**config.mk**
```make
export PLATFORM = sky130hd
export DESIGN_NAME = ifetch_seq
export DESIGN_NICKNAME = d
export VERILOG_FILES = /design/src/rtl/ifetch_seq.sv
export SDC_FILE = /design/constraint.sdc
export NUM_CORES = 1
export LEC_CHECK = 0
export CORE_ASPECT_RATIO = 0.75
export CORE_UTILIZATION = 24
export DETAILED_ROUTE_END_ITERATION = 8
export GPL_ROUTABILITY_DRIVEN = 0
export PLACE_DENSITY = 0.64
export SKIP_LAST_GASP = 1
export SYNTH_ARGS = -nofsm -noshare
export SYNTH_HDL_FRONTEND = slang
export SYNTH_SLANG_ARGS = --single-unit
```
**constraint.sdc**
```tcl
create_clock -name clk -period 1.65 [get_ports clk]
set_input_delay 0.165 -clock clk [delete_from_list [all_inputs] [get_ports clk]]
set_output_delay 0.165 -clock clk [all_outputs]
set_load 0.01 [all_outputs]
```
**src/rtl/ifetch_seq.sv**
```systemverilog
// ifetch_seq: instruction-fetch sequencer; owns the PC, fetches over a
// req/ack memory handshake and hands one instruction at a time to decode.
// Ports:
//   clk, rst                 clock, synchronous active-high reset
//   imem_req/addr/ack/data   instruction memory, single outstanding request
//   inst/inst_pc/inst_valid  registered instruction to decode
//   inst_ready               consumer retires inst
//   takeBr/brTarget          branch redirect, sampled on retire only
//   jump/jumpTarget          jump redirect (wins over branch), retire only
//   misalign                 sticky: a redirect target had addr[1:0]!=0
// Config: DELAY_SLOT_EN adds one architectural branch delay slot.
module ifetch_seq #(
  parameter int WIDTH = 32,
  parameter logic [WIDTH-1:0] RESET_PC = '0
) (
  input  logic             clk,
  input  logic             rst,
  output logic             imem_req,
  output logic [WIDTH-1:0] imem_addr,
  input  logic             imem_ack,
  input  logic [WIDTH-1:0] imem_data,
  output logic [WIDTH-1:0] inst,
  output logic [WIDTH-1:0] inst_pc,
  output logic             inst_valid,
  input  logic             inst_ready,
  input  logic             takeBr,
  input  logic [WIDTH-1:0] brTarget,
  input  logic             jump,
  input  logic [WIDTH-1:0] jumpTarget,
  output logic             misalign
);

  localparam logic [WIDTH-1:0] PC_STEP = WIDTH'(4);

  typedef enum logic [1:0] {
    IDLE,
    FETCH,
    HOLD
  } state_t;

  state_t           state;
  state_t           stateNext;
  logic [WIDTH-1:0] addrQ;
  logic [WIDTH-1:0] addrNext;
  logic [WIDTH-1:0] instQ;
  logic [WIDTH-1:0] instNext;
  logic [WIDTH-1:0] pcQ;
  logic [WIDTH-1:0] pcNext;
  logic             misQ;
  logic             misNext;

  logic [WIDTH-1:0] seqPc;
  logic [WIDTH-1:0] tgtRaw;
  logic [WIDTH-1:0] tgtAlign;
  logic             tgtMis;
  logic             redirect;

`ifdef DELAY_SLOT_EN
  logic             pendQ;
  logic             pendNext;
  logic [WIDTH-1:0] pendAddrQ;
  logic [WIDTH-1:0] pendAddrNext;
`endif

  // Wraps naturally modulo 2^WIDTH.
  assign seqPc    = pcQ + PC_STEP;
  assign redirect = jump | takeBr;
  // Jump has priority over a taken branch.
  assign tgtRaw   = jump ? jumpTarget : brTarget;
  assign tgtAlign = {tgtRaw[WIDTH-1:2], 2'b00};
  assign tgtMis   = |tgtRaw[1:0];

  always_ff @(posedge clk) begin
    if (rst) begin
      state <= IDLE;
      addrQ <= RESET_PC;
      instQ <= '0;
      pcQ   <= RESET_PC;
      misQ  <= 1'b0;
`ifdef DELAY_SLOT_EN
      pendQ     <= 1'b0;
      pendAddrQ <= RESET_PC;
`endif
    end else begin
      state <= stateNext;
      addrQ <= addrNext;
      instQ <= instNext;
      pcQ   <= pcNext;
      misQ  <= misNext;
`ifdef DELAY_SLOT_EN
      pendQ     <= pendNext;
      pendAddrQ <= pendAddrNext;
`endif
    end
  end

  always_comb begin
    stateNext = state;
    addrNext  = addrQ;
    instNext  = instQ;
    pcNext    = pcQ;
    misNext   = misQ;
`ifdef DELAY_SLOT_EN
    pendNext     = pendQ;
    pendAddrNext = pendAddrQ;
`endif
    unique case (state)
      IDLE: stateNext = FETCH;
      FETCH: begin
        if (imem_ack) begin
          instNext  = imem_data;
          pcNext    = addrQ;
          stateNext = HOLD;
        end
      end
      HOLD: begin
        if (inst_ready) begin
          stateNext = FETCH;
`ifdef DELAY_SLOT_EN
          // The slot instruction retiring releases
          // the held target; its own redirect is
          // dropped.
          unique case (1'b1)
            pendQ: begin
              addrNext = pendAddrQ;
              pendNext = 1'b0;
            end
            (!pendQ && redirect): begin
              addrNext     = seqPc;
              pendNext     = 1'b1;
              pendAddrNext = tgtAlign;
              misNext      = misQ | tgtMis;
            end
            default: addrNext = seqPc;
          endcase
`else
          unique case (1'b1)
            redirect: begin
              addrNext = tgtAlign;
              misNext  = misQ | tgtMis;
            end
            default: addrNext = seqPc;
          endcase
`endif
        end
      end
      default: stateNext = IDLE;
    endcase
  end

  assign imem_req   = (state == FETCH);
  assign imem_addr  = addrQ;
  assign inst       = instQ;
  assign inst_pc    = pcQ;
  assign inst_valid = (state == HOLD);
  assign misalign   = misQ;

endmodule

```
# Word level (Yosys, flattened, before mapping)
# Index checks and enable logic that the tools add are counted.
[totals] register_bits=99 wordCells=23 in_bits=102 out_inout_bits=99
[op_classes] reduce_logical=6 n_eq_ne=4 mux=5 n_bitwise=2 addsub=1
[op_table] cell="32-bit 2-to-1 mux" count=2
[op_table] cell="32-bit by 3-bit adder with 32-bit output (second input constant)" count=1
[op_table] cell="2-bit one-hot mux with 3 select lines" count=1
[op_table] cell="2-bit AND reduction" count=3
[op_table] cell="2-bit 2-to-1 mux" count=2
[op_table] cell="2-bit by 1-bit inequality test with 1-bit output (second input constant)" count=2
[op_table] cell="3-bit AND reduction" count=1
[op_table] cell="2-bit by 1-bit == test with 1-bit output (second input constant)" count=1
[op_table] cell="2-bit == test (second input constant)" count=1
[op_table] cell="2-bit logical NOT" count=1
[op_table] cell="1-bit bitwise OR" count=2
[op_table] cell="2-bit OR reduction" count=1

# Longest topological paths before layout
# Gate-level depths: netlist of the first run.
[depth] depth_word=3 mapped_depth=7 depth_no_buf=6

# Worst setup path before layout of the first run
# Ideal clock, no wire load.
[synth_path] path_type="reg-to-reg" startpoint="register pcQ[2] (netlist: inst_pc[2])" endpoint="register addrQ[18] (netlist: imem_addr[18])" period_less_slack_ns=1.750 t_arrival_ns=1.617 path_buffers=1 stages_incl_launch_ff=8 setup_slack_ns=-0.100 t_required_ns=1.517 path_cell_list="dfxtp_1 > ha_1 > and3_1 > buf_4 > nand3_4 > o31a_2 > o21ai_1 > a211oi_2"
[synth_between] elab_chain_len=2
[synth_lines] item="start, declared" line="47" source="logic [WIDTH-1:0] pcQ;"
[synth_lines] item="start signal, assigned" line="88" source="pcQ <= pcNext;"
[synth_lines] item="32-bit by 3-bit adder with 32-bit output" line="66" source="assign seqPc = pcQ + PC_STEP;"
[synth_lines] item="32-bit 2-to-1 mux" line="137" source="unique case (1'b1)"
[synth_lines] item="end signal, assigned" line="86" source="addrQ <= addrNext;"
[synth_lines] item="end, declared" line="43" source="logic [WIDTH-1:0] addrQ;"
# No other way between the ends.
# A chain may end at the register's enable or synchronous reset.

# Worst setup path in the final report of the first run
[layout_path] startpoint="register pcQ[2] (netlist: inst_pc[2])" endpoint="register addrQ[26] (netlist: imem_addr[26])"
# Same word-level chain as after synthesis.

==> results.ini, run 1 <==
[worst_hold_path]
worstHoldEndpoint=imem_addr[6]
holdPathStages=2
hp-start=rst
worstHoldPathType=primary input to flop

[grt]
grt_pass1_wl_um=26000
grt.total_usage=0.167
grt_pass1_vias=4877
grt_overflow_total=0
antenna_found_initial=0
grt_max_degree=57

[timing]
skew_ps=8.57
slew_viol_final=0
clock.fmax_mhz=621
rsz0062_at_grt=true
timing.final.crit_period_ps=1610
hold_viol_final=0
setup_viol=0
tightest_slew_ps=447
finalCritPeriodShare=0.976
fin_hold_ws_ps=39.1
relSlewSlack=0.702

[pwr]
power_leakage_nw=2.59
power_switching_mw=1.36
pwr-share-seq=0.460
switching_share=0.250
p_int_mw=4.07
power_density_nw_per_um2=708
combPwrFrac=0.149
power.total_mw=5.42
clockPowerShare=0.390
vdd_ir_drop_max_mv=0.511

[clock_tree]
clock-sinks=99
clkTransAtPathRegs_ps=70
htree_num_levels=3
clock_path_buffers=2
cts_hold_buf=0
insertion_delay_ps=350
cts_inserted_buffers=9
cts_tree=built
cts_root_buffer=clkbuf_16

[setup_path]
crit_arrival_ps=1830
start_kind=flop
critPathMaxFanout=6
critPathKind=flop to flop
rrSetupSlack_ps=40
end_kind=flop
r2r_end=imem_addr[26]
rr_startpoint=inst_pc[2]
rr_worst_depth=7
critical_path_required_ps=1870

[synth]
synthCells=579
synth-main-ff-cell=dfxtp_1
yosysUniqueCellTypes=45
synth.ff_latch_count=99
ys_seq_area_frac=0.432
synth_edf_count=0
syn-cell-area_um2=4590
synth-warning-count=0
syn_nets=682
synth_area_per_cell_um2=7.93
synth-async-reset-ratio=0

[cells_and_area]
drive_above_1_share=0.144
nets=906
n_antenna_cell=0
syn_to_final_growth_pct=66.9

[route]
drt-initial-drc-count=264
ant_nets=0
via_per_inst=4.74
drc=0
drt_pass1_iterations=4
num_vias=5005
routedWlPerCell_um=15.5
wirelength_um=16400

[floorplanning]
initial_core_util=0.247
core_area_um2=18600
fp.dieW_um=162
io_pins=201
die_h_um=122
die-area_um2=19700
rows=43

[outcome]
outcome=complete, no violations

[placement]
hpwl_um=11800
port_buffers=200

[flow_run]
maxCapViolations=0

synthesized netlist by cell type (3+ instances only):
cell / n / area share
nor3_2: 3 / 0.0065
dfxtp_1: 99 / 0.43
a221oi_1: 17 / 0.032
nand2_1: 145 / 0.12
mux2i_1: 3 / 0.0065
buf_2: 5 / 0.0055
and4_1: 4 / 0.0076
xnor2_1: 22 / 0.042
nand3_4: 3 / 0.011
clkbuf_1: 38 / 0.031
nand4_1: 8 / 0.011
a21oi_1: 79 / 0.086
o32ai_1: 12 / 0.023
inv_1: 8 / 0.0065
nand3_1: 10 / 0.011
o21ai_0: 20 / 0.022
nor3_1: 14 / 0.015
a222oi_1: 6 / 0.013
nor2_1: 35 / 0.029
a211oi_1: 13 / 0.021
and3_1: 4 / 0.0055
worst max path at each step:
stage                     from             to  slack [ps]  cells after the start
finish              inst_pc[2]  imem_addr[26]          40                      7
global route        inst_pc[2]  imem_addr[26]         -40                      7
CTS                 inst_pc[2]  imem_addr[26]         -10                      8
detailed placement      takeBr  imem_addr[18]        -130                      5
global placement        takeBr  imem_addr[18]        -110                      5
floorplan           inst_pc[2]  imem_addr[18]           3                      7
repair_timing:
action,4_1_cts,5_1_grt
gates cloned,0,1
pin swaps,2,11
resized for setup,7,13
setup buffers,0,2
setup endpoints to repair,16,20
area by class of cell:
class | count | area, um2
inverters | 8 | 30.0
clock buffers | 11 | 264
flip-flops and latches | 99 | 1990
fillers | 1912 | 11000
well taps | 247 | 309
repair buffers | 261 | 2570
multi-input cells | 424 | 2450
clock inverters | 5 | 33.8
cell families after synthesis:
| kind of cell | synth area share |
|---|---|
| fa+ha+maj | 0.00273 |
| buf+inv | 0.0551 |
| simple gates | 0.244 |
| mux | 0.00654 |
| xor+xnor | 0.0458 |
| compound gates | 0.214 |
| flops | 0.432 |
per-layer routing:
layer,share of wire,global-route usage,vias up
met5,0,0,-
met3,0.085,0.0501,15
met4,0.016,0.0478,0
met2,0.43,0.256,185
li1,-,-,2482
met1,0.47,0.227,2323
metrics by stage:
step / setup TNS [ps] / instance area [um2] / setup WS (ps) / std cells / util
after floorplan: 0 / 4600 / 2.62 / 579 / -
after global placement: -248 / 7280 / -108 / 1037 / 0.391
after detailed placement: -354 / 7280 / -135 / 1037 / 0.391
after CTS: -12.1 / 7600 / -12.1 / 1053 / 0.408
after global routing: -87.8 / 7660 / -41.6 / 1055 / 0.411
final: 0 / 7660 / 39.6 / 1055 / 0.411
sequential cells by signal, indices dropped and copies added (netlist names):
name and flops:
inst 32, imem_addr 32, inst_pc 32, misalign 1
state 2
cells in the final DEF (no fill, tap or decap), types with 3 or more instances in the layout:
| cell type | n |
|---|---|
| buf_4 | 52 |
| nand4_1 | 8 |
| nand3_4 | 3 |
| a221oi_1 | 16 |
| nor3_1 | 7 |
| buf_12 | 10 |
| dfxtp_2 | 4 |
| nor3_2 | 9 |
| dfxtp_1 | 93 |
| nand2_1 | 145 |
| xnor2_1 | 22 |
| o32ai_1 | 11 |
| inv_1 | 8 |
| and3_1 | 3 |
| nor2_1 | 34 |
| a21oi_1 | 79 |
| a222oi_1 | 6 |
| clkdlybuf4s50_1 | 196 |
| clkbuf_16 | 10 |
| a211oi_1 | 13 |
| mux2i_1 | 3 |
| nand3_1 | 10 |
| o21ai_0 | 20 |
critical path: stages, from the launching register on:
cell	delay, ps
dfxtp_4	370
ha_4	130
and3_4	250
nand3_4	120
buf_12	160
nor4_4	210
xnor2_1	160
o32ai_2	90
power by group through the flow:
stage	registers [mW]	logic, mW	clock network [mW]
6_report	2.50	0.810	2.12
3_3_place_gp	2.55	0.812	0
2_1_floorplan	2.58	0.253	0
5_1_grt	2.51	0.878	2.28
4_1_cts	2.50	0.816	2.18
3_5_place_dp	2.55	0.814	0
No activity file was read; power rests on OpenSTA's default activity.
==> inputs of run 2 (changes only) <==
Settings changed: CORE_MARGIN from default to 1.5, REMOVE_ABC_BUFFERS from default to 1.
==> run 2 against run 1 <==
Sequential power about the same; die area increased by 1.4%; critical path depth unchanged; setup slack got worse by 34 ps; core utilization increased by 0.11 points; combinational power increased by 0.9%; global-route usage increased by 0.36 points; routed wire length increased by 4.5%; clock skew about the same; non-clock buffer count increased by 6; final area increased by 0.28%; hold slack improved by 150 ps.
==> results.ini, run 2 (synthesis gave the netlist of run 1 again) <==
[outcome]
outcome=complete, no violations

[clock_tree]
cts_tree=built
cts_hold_buf=0
insertion_delay_ps=350
clock_path_buffers=2
cts_inserted_buffers=9
htree_num_levels=3
clock-sinks=99
clkTransAtPathRegs_ps=70
cts_root_buffer=clkbuf_16

[grt]
grt_max_degree=49
grt_pass1_wl_um=26400
grt_overflow_total=0
antenna_found_initial=0
grt.total_usage=0.171
grt_pass1_vias=4777

[timing]
slew_viol_final=0
skew_ps=8.66
setup_viol=0
rsz0062_at_grt=true
fin_hold_ws_ps=194
relSlewSlack=0.743
tightest_slew_ps=386
hold_viol_final=0
clock.fmax_mhz=608
finalCritPeriodShare=0.996
fin_setup_tns_ps=0
timing.final.crit_period_ps=1640

[cells_and_area]
finalNonFillerCells=1060
drive_above_1_share=0.138
mostFrequentLayoutCells=195 x clkdlybuf4s50_1, 145 x nand2_1, 95 x dfxtp_1
design_area_um2=7680
multi_input_area_um2=2400
n_antenna_cell=0
nets=911
final_common_cell=clkdlybuf4s50_1
finish.utilization=0.413
syn_to_final_growth_pct=67.3
seqCellArea_um2=1990
nFillCells=1913

[floorplanning]
die-area_um2=20000
initial_core_util=0.247
io_pins=201
die_h_um=123
core_area_um2=18600
rows=43
fp.dieW_um=163

[setup_path]
critical_path_required_ps=1870
crit_arrival_ps=1860
start_kind=flop
end_kind=flop
critPathMaxFanout=3
critPathKind=flop to flop

[pwr]
power_leakage_nw=2.62
vdd_ir_drop_max_mv=0.545
power_density_nw_per_um2=752

[route]
num_vias=4978
drt-initial-drc-count=306
via_per_inst=4.70
drt_pass1_iterations=5
wirelength_um=17100
routedWlPerCell_um=16.1
drc=0
ant_nets=0

[placement]
placed_cell_area_um2=7280
hpwl_um=12600
dpl.cell_count=1043
port_buffers=200

[worst_hold_path]
worstHoldPathType=primary input to flop

[flow_run]
maxCapViolations=0

## run 2: cell types whose count changed in the layout (fill, tap and decap cells not counted), sizes merged
cell,change
nand3,-1
clkdlybuf4s50,-1
clkinv,-1
dlymetal6s2s,+1
clkbuf,-1
buf,+6
inv,-1
bufinv,+3
## run 2: final timing paths
kind,from,end,slack (ps),depth (start not counted)
worst max-delay path,inst_pc[3],imem_addr[14],6,7
worst min-delay path,rst,inst_pc[18],190,2
worst max register to register,inst_pc[3],imem_addr[14],6,7
worst min register to register,inst[2],inst[2],450,2
## run 2: routing by layer
metal	GRT usage	vias to the layer above	share of wire
li1	-	2486	-
met2	0.257	160	0.43
met5	0	-	0
met1	0.236	2316	0.47
met3	0.0547	16	0.081
met4	0.0430	0	0.014
## run 2: where the power goes
part,switching [mW],internal [mW],leakage (nW)
Combinational,0.359,0.458,1.66
Clock,0.975,1.49,0.159
Sequential,0.0430,2.45,0.804
## run 2: final cells by class
| type | count | share of cell area |
|---|---|---|
| multi-input combinational | 423 | 0.313 |
| sequential | 99 | 0.259 |
| inverter | 8 | 0.00391 |
| timing repair buffer | 267 | 0.339 |
| clock buffer | 10 | 0.0298 |
| clock inverter | 6 | 0.0148 |
| tap | 247 | 0.0402 |
## run 2: repair_timing
action                     CTS  global route
gates resized for setup      7            13
buffers inserted             0             1
pin swaps                    1            10
setup endpoints to repair   21            19
## run 2: per-stage QoR
step	total power [mW]	setup WS, ps
after floorplan	2.77	-1040
after detailed placement	3.38	-139
final	5.78	6.00
after global placement	3.37	-54.8
after CTS	5.85	-78.0
after global routing	6.00	-38.3
## run 2: worst max-delay path: stages (launching register included)
cell and delay, ps:
dfxtp_2 350, ha_4 130, and3_4 230, buf_6 110
nand4_1 100, xnor2_1 170, a222oi_1 300, a211oi_1 120
